===== src/rtl/abl_if.sv =====
// Bundles the microcode-controlled inputs and the address/carry results of
// the ABL stage. ABL_PAGE_CROSS_EN adds the clr_pcross / pcross pair.
// master: microcode sequencer side, slave: ABL stage.
interface abl_if;
    logic [7:0] DB;
    logic [7:0] REG;
    logic [3:0] op;
    logic       hold_c;
    logic       ld_pc;
    logic       inc_pc;
    logic [7:0] ADL;
    logic [7:0] ABL;
    logic       CO;
    logic       CO_Q;
    logic [7:0] PCL;
`ifdef ABL_PAGE_CROSS_EN
    logic       clr_pcross;
    logic       pcross;

    modport master (
        output DB, REG, op, hold_c, ld_pc, inc_pc, clr_pcross,
        input  ADL, ABL, CO, CO_Q, PCL, pcross
    );
    modport slave (
        input  DB, REG, op, hold_c, ld_pc, inc_pc, clr_pcross,
        output ADL, ABL, CO, CO_Q, PCL, pcross
    );
`else
    modport master (
        output DB, REG, op, hold_c, ld_pc, inc_pc,
        input  ADL, ABL, CO, CO_Q, PCL
    );
    modport slave (
        input  DB, REG, op, hold_c, ld_pc, inc_pc,
        output ADL, ABL, CO, CO_Q, PCL
    );
`endif
endinterface


===== src/rtl/abl.sv =====
// Address Bus Low stage of the 65C02 datapath.
// Computes the next low address byte ADL = base + addend + cin, registers it
// as ABL every cycle and keeps PCL. CO feeds the ABH stage in the same cycle;
// CO_Q keeps it for deferred page-crossing fix-up cycles.
// Optional feature macro: ABL_PAGE_CROSS_EN (adds registered pcross flag and
// its clr_pcross input).
module abl #(
    parameter logic [7:0] RESET_ABL = 8'hFC
) (
    input  logic  clk,
    input  logic  RST,
    abl_if.slave  bus
);

    logic [7:0] base;
    logic [7:0] addend;
    logic       cin;
    logic [8:0] sum;

    logic [7:0] abl_q;
    logic [7:0] pcl_q;
    logic       co_q;

    // Base operand select from op[3:2]
    always_comb begin
        base = 8'h00;
        unique case (bus.op[3:2])
            2'b00: base = abl_q;
            2'b01: base = pcl_q;
            2'b10: base = bus.DB;
            2'b11: base = 8'h00;
        endcase
    end

    // Addend and carry-in select from op[1:0]; decrement adds FF so that
    // CO=1 means "no borrow", matching ABH's ABH+FF+CI
    always_comb begin
        addend = 8'h00;
        cin    = 1'b0;
        unique case (bus.op[1:0])
            2'b00: begin addend = 8'h00;  cin = 1'b0; end
            2'b01: begin addend = bus.REG; cin = 1'b0; end
            2'b10: begin addend = 8'hFF;  cin = 1'b0; end
            2'b11: begin addend = 8'h00;  cin = 1'b1; end
        endcase
    end

    // Nine-bit add; bit 8 is the carry handed to ABH
    always_comb begin
        sum = {1'b0, base} + {1'b0, addend} + {8'h00, cin};
    end

    // Address, carry and PCL registers; PCL loads from the registered ABL
    always_ff @(posedge clk) begin
        if (RST) begin
            abl_q <= RESET_ABL;
            pcl_q <= 8'h00;
            co_q  <= 1'b0;
        end else begin
            abl_q <= sum[7:0];
            if (!bus.hold_c)
                co_q <= sum[8];
            if (bus.ld_pc)
                pcl_q <= abl_q + {7'h00, bus.inc_pc};
        end
    end

`ifdef ABL_PAGE_CROSS_EN
    logic pcross_q;

    // Page-cross flag: set by an indexed add that carries, set beats clear
    always_ff @(posedge clk) begin
        if (RST)
            pcross_q <= 1'b0;
        else if (bus.op[1:0] == 2'b01 && sum[8])
            pcross_q <= 1'b1;
        else if (bus.clr_pcross)
            pcross_q <= 1'b0;
    end

    assign bus.pcross = pcross_q;
`endif

    assign bus.ADL  = sum[7:0];
    assign bus.CO   = sum[8];
    assign bus.ABL  = abl_q;
    assign bus.PCL  = pcl_q;
    assign bus.CO_Q = co_q;

endmodule


===== src/flat_wrapper.sv =====
// flat-port wrapper written by rule: the top's interface ports become plain ports
module abl_flat 
#(
    parameter logic [7:0] RESET_ABL = 8'hFC
)
  (clk, RST, bus_DB, bus_REG, bus_op, bus_hold_c, bus_ld_pc, bus_inc_pc, bus_ADL, bus_ABL, bus_CO, bus_CO_Q, bus_PCL);
  abl_if bus_i ();
  input  logic clk;
  input  logic RST;
  input wire logic [$bits(bus_i.DB)-1:0] bus_DB;
  input wire logic [$bits(bus_i.REG)-1:0] bus_REG;
  input wire logic [$bits(bus_i.op)-1:0] bus_op;
  input wire logic [$bits(bus_i.hold_c)-1:0] bus_hold_c;
  input wire logic [$bits(bus_i.ld_pc)-1:0] bus_ld_pc;
  input wire logic [$bits(bus_i.inc_pc)-1:0] bus_inc_pc;
  output wire logic [$bits(bus_i.ADL)-1:0] bus_ADL;
  output wire logic [$bits(bus_i.ABL)-1:0] bus_ABL;
  output wire logic [$bits(bus_i.CO)-1:0] bus_CO;
  output wire logic [$bits(bus_i.CO_Q)-1:0] bus_CO_Q;
  output wire logic [$bits(bus_i.PCL)-1:0] bus_PCL;
  assign bus_i.DB = bus_DB;
  assign bus_i.REG = bus_REG;
  assign bus_i.op = bus_op;
  assign bus_i.hold_c = bus_hold_c;
  assign bus_i.ld_pc = bus_ld_pc;
  assign bus_i.inc_pc = bus_inc_pc;
  assign bus_ADL = bus_i.ADL;
  assign bus_ABL = bus_i.ABL;
  assign bus_CO = bus_i.CO;
  assign bus_CO_Q = bus_i.CO_Q;
  assign bus_PCL = bus_i.PCL;
  abl #(.RESET_ABL(RESET_ABL)) u_core (.clk(clk), .RST(RST), .bus(bus_i));
endmodule

===== config.mk =====
export PLATFORM = sky130hd
export DESIGN_NAME = abl_flat
export DESIGN_NICKNAME = d
export VERILOG_FILES = /design/src/rtl/abl_if.sv /design/src/rtl/abl.sv /design/src/flat_wrapper.sv
export SDC_FILE = /design/constraint.sdc
export NUM_CORES = 1
export LEC_CHECK = 0
export BUFFER_PORTS_ARGS = -buffer_cell sky130_fd_sc_hd__buf_4
export CAP_MARGIN = 20
export CORE_AREA = 10 10 62 64
export CTS_BUF_LIST = sky130_fd_sc_hd__clkbuf_8
export DETAILED_ROUTE_END_ITERATION = 8
export DIE_AREA = 0 0 72 74
export HOLD_SLACK_MARGIN = 0.05
export PLACE_DENSITY = 0.79
export SYNTH_ARGS = -nofsm -noshare
export SYNTH_HDL_FRONTEND = slang
export SYNTH_SLANG_ARGS = --single-unit

===== constraint.sdc =====
create_clock -name clk -period 4.4 [get_ports clk]
set_input_delay 0.88 -clock clk [delete_from_list [all_inputs] [get_ports clk]]
set_output_delay 0.88 -clock clk [all_outputs]
set_load 0.02 [all_outputs]

== Word level (Yosys, flattened, before mapping) ==
Index checks and enable logic that the tools add are counted.

* Add/subtract/negate cells: 3
* Multiply operators: 0
* Div/mod/pow operators: 0
* $lt $le $gt $ge: 0
* Equal/unequal tests: 6
* Shift-type cells: 0
* Mux-type cells: 3
* Bitwise gates (word level): 0
* Reduce and logical (&&, ||, !) cells: 4

{| class="wikitable"
|+ Operators with widths
! cell !! number
|-
| $pmux 8 s4 || 1
|-
| $pmux 8 s3 || 1
|-
| $add 8x8->9 || 1
|-
| $add 9x1->9 || 1
|-
| $add 8x1->8 || 1
|-
| $eq 2x2->1 const B || 4
|-
| $eq 2x1->1 const B || 2
|-
| $logic_not 2->1 || 2
|-
| $reduce_or 3->1 || 1
|-
| $pmux 1 s2 || 1
|-
| $reduce_or 2->1 || 1
|}

* Register bits after elaboration: 17
* Bits in latches: 0
* Bits in writable memories: 0
* ROM bits: 0
* Bits of input ports: 25
* Output and inout bits: 26
* Word-level logic and storage cells: 19
* Memories kept: 0

== Longest topological paths before layout ==
Gate-level depths: netlist (run 1).

* Depth in word-level cells: 5
* Depth in mapped cells: 10
* Depth with buffers taken out: 9

== Least setup slack after synthesis (run 1) ==
Ideal clock, no wire load.

* Path kind: in2out
* Start point: input bus_op[2]
* End point: output bus_ADL[4]
* Arrival: 3.000 ns
* Required time: 3.520 ns
* Setup slack: 0.520 ns
* Stages: 10
* Buffers on the path: 2
* Cell sequence: buf_2 nor2b_1 clkbuf_1 a21oi_1 fa_1 fa_1 nor2b_1 o21ai_0 nor3b_1 nor2_1

* Longest elaborated chain between the ends: 4
* Elaborated cells on any way between the ends: 7
* Classes of those cells: add/sub (2); eq/ne (3); mux (1); reduce/logical (1)

{| class="wikitable"
|+ Ends and longest elaborated chain
! element !! line !! text
|-
| from (decl) || flat_wrapper.sv:12 || <nowiki>input wire logic [$bits(bus_i.op)-1:0] bus_op;</nowiki>
|-
| $eq 2x2->1 (tied with other cells) || abl.sv:27 || <nowiki>unique case (bus.op[3:2])</nowiki>
|-
| $pmux 8 s4 * || abl.sv:27 ||
|-
| $add 8x8->9 * || abl.sv:50 || <nowiki>sum = {1'b0, base} + {1'b0, addend} + {8'h00, cin};</nowiki>
|-
| $add 9x1->9 * || abl.sv:50 ||
|-
| to (decl) || flat_wrapper.sv:16 || <nowiki>output wire logic [$bits(bus_i.ADL)-1:0] bus_ADL;</nowiki>
|}

Every way passes the cells marked *; elsewhere a longest branch is shown, timed or not.

== Worst setup path in the final report (run 1) ==
* Start point: input bus_op[1]
* End point: output bus_ADL[4]

* Longest elaborated chain between the ends: 5
* Elaborated cells on any way between the ends: 10
* Classes of those cells: add/sub (2); eq/ne (3); mux (2); reduce/logical (3)

{| class="wikitable"
|+ Ends and longest elaborated chain
! element !! line !! text
|-
| $eq 2x2->1 or $logic_not 2->1 (tied branches) || abl.sv:40 || <nowiki>unique case (bus.op[1:0])</nowiki>
|-
| $reduce_or 2->1 (no source line) || n/a ||
|-
| $pmux 8 s3 || abl.sv:40 ||
|-
| $add 8x8->9 || abl.sv:50 ||
|-
| $add 9x1->9 * || abl.sv:50 ||
|}

Marked as above.

==> results.yml, run 1 <==
detailed_routing:
  drt_first_pass_iters: 4
  avgViaCountPerCell: 5.51
  drtIter0Drc: 98
  post-route-drc-count: 0
  wl_per_cell_um: 15.7
  antenna_left: 0
  drt-total-wl_mm: 3.74
  wl_met1_mm: 1.56
  vias: 1312
  routed.top_layer: "met4"
  wl_met3_um: 286
  dr_wl_met2_mm: 1.82
grt:
  grt-ovfl-total: 0
  grt_pass1_wl_mm: 6.17
  grt_max_degree: 15
  antenna_found_initial: 0
  grt_use_total_pct: 14.0
  grt_pass1_vias: 1373
synth:
  ys_warn_count: 0
  synth_edf_count: 0
  synth_top_flop_cell: "dfxtp_1"
  synth-seq-area-share_pct: 26.9
  syn_avg_cell_area_um2: 8.10
  synth_cells: 156
  ys_types: 38
  ys_seq_elements: 17
  synth_fp_nets: 192
  async_flop_share_pct: 0
  syn_area_um2: 1260
setup_path:
  end_kind: "primary output"
  r2r_start: "u_core.bus.ABL[0]$_SDFF_PP0_"
  r2r_cells: 9
  r2r-end: "u_core.bus.CO_Q$_SDFFE_PP0N_"
  start_kind: "input pin"
  required_ns: 3.52
  crit_type: "in -> out"
  r2r_slack_ns: 2.13
  worstPathArrival_ns: 3.01
  crit_fanout: 8
placement:
  io_buffers: 50
  place_hpwl_mm: 3.14
  post-place-ws_ns: 0.533
  gp_congestion: 0.915
pwr:
  switching_share_pct: 39.7
  internal_power_uw: 374
  leakage_uw: 0.000872
  p_seq_share_pct: 32.1
  vdd_drop_max_uv: 265
  comb_power_share_pct: 48.8
  p_sw_uw: 247
  power.total_uw: 621
  p_per_area_nw_per_um2: 361
  power_frac_clock_pct: 19.1
timing:
  hold_viol: 0
  setup_violations: 0
  min_period_ns: 3.89
  rsz0062_at_grt: "no"
  worstMarginPinSlew_ns: 0.384
  totalNegativeSetupSlack_ns: 0
  slew_violations: 0
  relSlewSlack_pct: 74.2
  fin_crit_sh_pct: 88.3
  fin_ws_ns: 0.515
  finClkSkew_ns: 0.00382
  worst_hold_slack_ns: 0.482
  fmax_mhz: 257
die:
  floorplan.die_area_um2: 5330
  core_um2: 2660
  io_pins: 51
  die_x_um: 72
  fp.dieH_um: 74
  initial_core_util_pct: 47.5
  row_count: 19
clock_tree:
  root_buffer: "clkbuf_8"
  ctsHoldBuffers: 0
  cts-buffers-inserted: 3
  cts_buffer_depth: 2
  clkTransAtPathRegs_ns: 0.07
  clock_latency_ns: 0.26
  postCtsSetupBuffers: 0
  clkSinkCount: 17
  cts_resized: 0
  tritoncts: "built"
  cts-htree-levels: 1
hold_path:
  hold_path_end: "u_core.bus.CO_Q$_SDFFE_PP0N_"
  hold_path_class: "reg -> reg"
  hp-start: "u_core.bus.CO_Q$_SDFFE_PP0N_"
  whs_path_depth: 2
finish:
  diodes: 0
  layout.cells.most_common_list: "buf_4 (53), nor2_1 (19), dfxtp_1 (17)"
  layout-drive-gt1-share_pct: 29.5
  final_nets: 244
  fin_util_pct: 64.7
  area_growth_pct: 36.2
  layout_commonest_cell: "buf_4"
run:
  cap_violations: 0
run_status:
  status: "completed"
-- cell usage after synthesis, drive strengths merged (4+ instances only) --
cell	number	area share, %
a211oi	7	4.2
a21o	9	5.3
a21oi	4	1.6
dfxtp	17	27
ha	9	8.9
inv	9	2.7
mux2i	11	8.7
nand2	11	3.3
nand2b	4	2.0
nand3	5	2.4
nor2	19	5.6
nor2b	5	2.5
nor3	4	2.0
o21ai	12	4.8
xnor2	4	2.8
-- worst max path at each step --
stage | depth (start not counted) | start | slack [ns] | to
6_report | 11 | bus_op[1] | 0.51 | bus_ADL[4]
5_1_grt | 11 | bus_op[0] | 0.33 | bus_ADL[4]
4_1_cts | 11 | bus_op[1] | 0.53 | bus_ADL[4]
3_5_place_dp | 11 | bus_op[1] | 0.53 | bus_ADL[4]
3_3_place_gp | 11 | bus_op[1] | 0.64 | bus_ADL[4]
2_1_floorplan | 10 | bus_op[2] | 0.52 | bus_ADL[4]
-- flip-flops by register name, summed over array words and instances (netlist names) --
register	count
u_core.bus.ABL	8
u_core.bus.CO_Q	1
u_core.bus.PCL	8
-- layout make-up --
type | count | area (µm²)
clock buffer | 3 | 41.3
clock inverter | 1 | 5.00
fill | 229 | 941
inverter | 9 | 33.8
multi-input combinational | 124 | 865
sequential | 17 | 340
tap | 31 | 38.8
timing repair buffer | 53 | 398
-- worst max-delay path, stage by stage --
cell	delay, ns
buf_4	0.12
nor2b_1	0.10
buf_4	0.16
a21oi_1	0.10
fa_1	0.45
fa_1	0.41
nor2b_1	0.19
o21ai_0	0.13
a21boi_0	0.24
nor2_1	0.08
buf_4	0.16
-- stage by stage --
stage | instance area [µm²] | cells
after floorplan | 1260 | 156
after global placement | 1680 | 234
after detailed placement | 1680 | 234
after CTS | 1720 | 238
after global routing | 1720 | 238
final | 1720 | 238
-- per-layer routing --
metal,global-route usage (%),up-vias
li1,-,655
met1,15.3,601
met3,4.12,6
met5,0,-
met2,25.0,50
met4,5.81,0
-- logic make-up after synthesis --
logic type / Yosys count / share of synthesized area, %
multiplexers: 11 / 8.71
flip-flops: 17 / 26.9
buffers and inverters: 15 / 4.65
XOR/XNOR: 6 / 4.16
AO/OA/AOI/OAI: 41 / 21.8
adder cells (fa/ha/maj): 11 / 12.1
AND/OR/NAND/NOR: 55 / 21.7
-- power by group through the flow --
stage / logic [µW] / clock network, µW / registers, µW
6_report: 303 / 119 / 199
5_1_grt: 334 / 124 / 203
4_1_cts: 304 / 120 / 199
3_5_place_dp: 303 / 0 / 202
3_3_place_gp: 294 / 0 / 201
2_1_floorplan: 159 / 0 / 224
No activity file was read; power rests on OpenSTA's default activity.
==> run 2, diff against run 1 <==
- CORE_AREA: 10 10 62 64 -> 10 10 60 62
- DIE_AREA: 0 0 72 74 -> 0 0 70 72
- PLACE_DENSITY: 0.79 -> 0.85
- clock period: 4.4 -> 4.95 ns (I/O delays scaled with it)
==> run 2 against run 1 <==
  * Design area fell by 0.94%
  * Via count fell by 0.69%
  * Sequential share of layout area rose by 0.19 points
  * Sequential cell count did not move
  * Critical endpoint unchanged
  * Die area fell by 5.4%
==> results.yml, run 2 (synthesis results as in run 1) <==
pwr:
  p_seq_share_pct: 32.0
  power_frac_clock_pct: 19.4
  internal_power_uw: 331
  switching_share_pct: 40.2
  vdd_drop_max_uv: 221
  p_per_area_nw_per_um2: 325
  leakage_uw: 0.000861
  p_sw_uw: 223
  comb_power_share_pct: 48.6
clock_tree:
  cts-htree-levels: 1
  ctsHoldBuffers: 0
  clkSinkCount: 17
  cts-buffers-inserted: 3
  cts_resized: 0
  clkTransAtPathRegs_ns: 0.07
  postCtsSetupBuffers: 0
  clock_latency_ns: 0.26
  tritoncts: "built"
  root_buffer: "clkbuf_8"
  cts_buffer_depth: 2
die:
  floorplan.die_area_um2: 5040
  io_pins: 51
  row_count: 18
  initial_core_util_pct: 52.0
  core_um2: 2430
  fp.dieH_um: 72
  die_x_um: 70
finish:
  area_growth_pct: 35.0
  diodes: 0
  layout.cells.most_common_list: "buf_4 (51), nor2_1 (19), dfxtp_1 (17)"
  final_nets: 242
  seqCellArea_um2: 340
  n_fill_cell: 212
  finalInstanceArea_um2: 1710
  layout_commonest_cell: "buf_4"
  layout-drive-gt1-share_pct: 28.8
  multi_input_area_um2: 865
detailed_routing:
  antenna_left: 0
  post-route-drc-count: 0
  drtIter0Drc: 116
  vias: 1303
  avgViaCountPerCell: 5.54
  drt_first_pass_iters: 4
  drt-total-wl_mm: 3.78
  wl_per_cell_um: 16.1
placement:
  place_hpwl_mm: 3.26
  gp_congestion: 0.879
  io_buffers: 50
  place_area_um2: 1660
setup_path:
  cpPeakStageDelay_ns: 0.48
  worst_path_max_delay_cell: "fa_1"
  end_kind: "primary output"
  crit_type: "in -> out"
  required_ns: 3.96
  start_kind: "input pin"
  worstPathArrival_ns: 3.35
  r2r_slack_ns: 2.63
  crit_fanout: 8
  worstPathCellList: "buf_4, nor2b_1, a21oi_1, fa_1, fa_1, nor2b_1, o21ai_0, a21boi_0, nor2_1, buf_4"
timing:
  relSlewSlack_pct: 66.0
  min_period_ns: 4.34
  fin_crit_sh_pct: 87.7
  slew_violations: 0
  fmax_mhz: 230
  hold_viol: 0
  finClkSkew_ns: 0.00375
  rsz0062_at_grt: "no"
  totalNegativeSetupSlack_ns: 0
  worstMarginPinSlew_ns: 0.508
  setup_violations: 0
grt:
  grt_max_degree: 15
  antenna_found_initial: 0
  grt_pass1_wl_mm: 6.35
  grt_use_total_pct: 15.1
  grt-ovfl-total: 0
  grt_pass1_vias: 1380
run_status:
  status: "completed"
run:
  cap_violations: 0
hold_path:
  hold_path_class: "reg -> reg"
[run 2: cell types whose count changed in the layout (fill, tap and decap cells not counted)]
cell | before | now
buf_4 | 53 | 51
[run 2: final timing paths]
kind,to,cells past startpoint,start
max,bus_ADL[4],10,bus_op[1]
min,u_core.bus.CO_Q$_SDFFE_PP0N_,2,u_core.bus.CO_Q$_SDFFE_PP0N_
max reg2reg,u_core.bus.ABL[4]$_SDFF_PP1_,9,u_core.bus.PCL[0]$_SDFFE_PP0P_
min reg2reg,u_core.bus.CO_Q$_SDFFE_PP0N_,2,u_core.bus.CO_Q$_SDFFE_PP0N_
[run 2: stage by stage]
step / instances / hold WS (ns) / util, % / power, µW / setup slack (ns)
floorplan: 156 / 0.534 / - / 340 / 0.850
global placement: 231 / 0.460 / 68.2 / 442 / 0.776
detailed placement: 231 / 0.474 / 68.2 / 451 / 0.631
CTS: 235 / 0.485 / 70.1 / 556 / 0.617
global route: 235 / 0.520 / 70.1 / 592 / 0.389
finish: 235 / 0.483 / 70.1 / 554 / 0.608
[run 2: layout make-up]
cell class                      instances  share of cell area [%]
Clock inverter                          1                   0.293
Multi-Input combinational cell        124                    50.7
Clock buffer                            3                    2.42
Inverter                                9                    1.98
Timing Repair Buffer                   51                    22.5
Sequential cell                        17                    20.0
Tap cell                               30                    2.20
[run 2: power by group through the flow]
| stage | Sequential [µW] | Combinational (µW) | Clock [µW] |
|---|---|---|---|
| CTS | 177 | 272 | 107 |
| global placement | 178 | 264 | 0 |
| finish | 178 | 269 | 107 |
| detailed placement | 180 | 271 | 0 |
| floorplan | 199 | 141 | 0 |
| global route | 180 | 297 | 116 |
[run 2: worst max-delay path: cells and delay by family]
kind / cells / cell delay [ns]
AO/OA/AOI/OAI: 3 / 0.54
AND/OR/NAND/NOR: 3 / 0.64
adder cells (fa/ha/maj): 2 / 0.90
buffers and inverters: 2 / 0.28
[run 2: per-layer routing]
metal / GRT usage [%] / up-vias / share of wire, %
li1: - / 653 / -
met1: 16.0 / 612 / 40
met2: 27.6 / 34 / 52
met3: 3.95 / 4 / 5.8
met4: 6.58 / 0 / 1.6
met5: 0 / - / 0
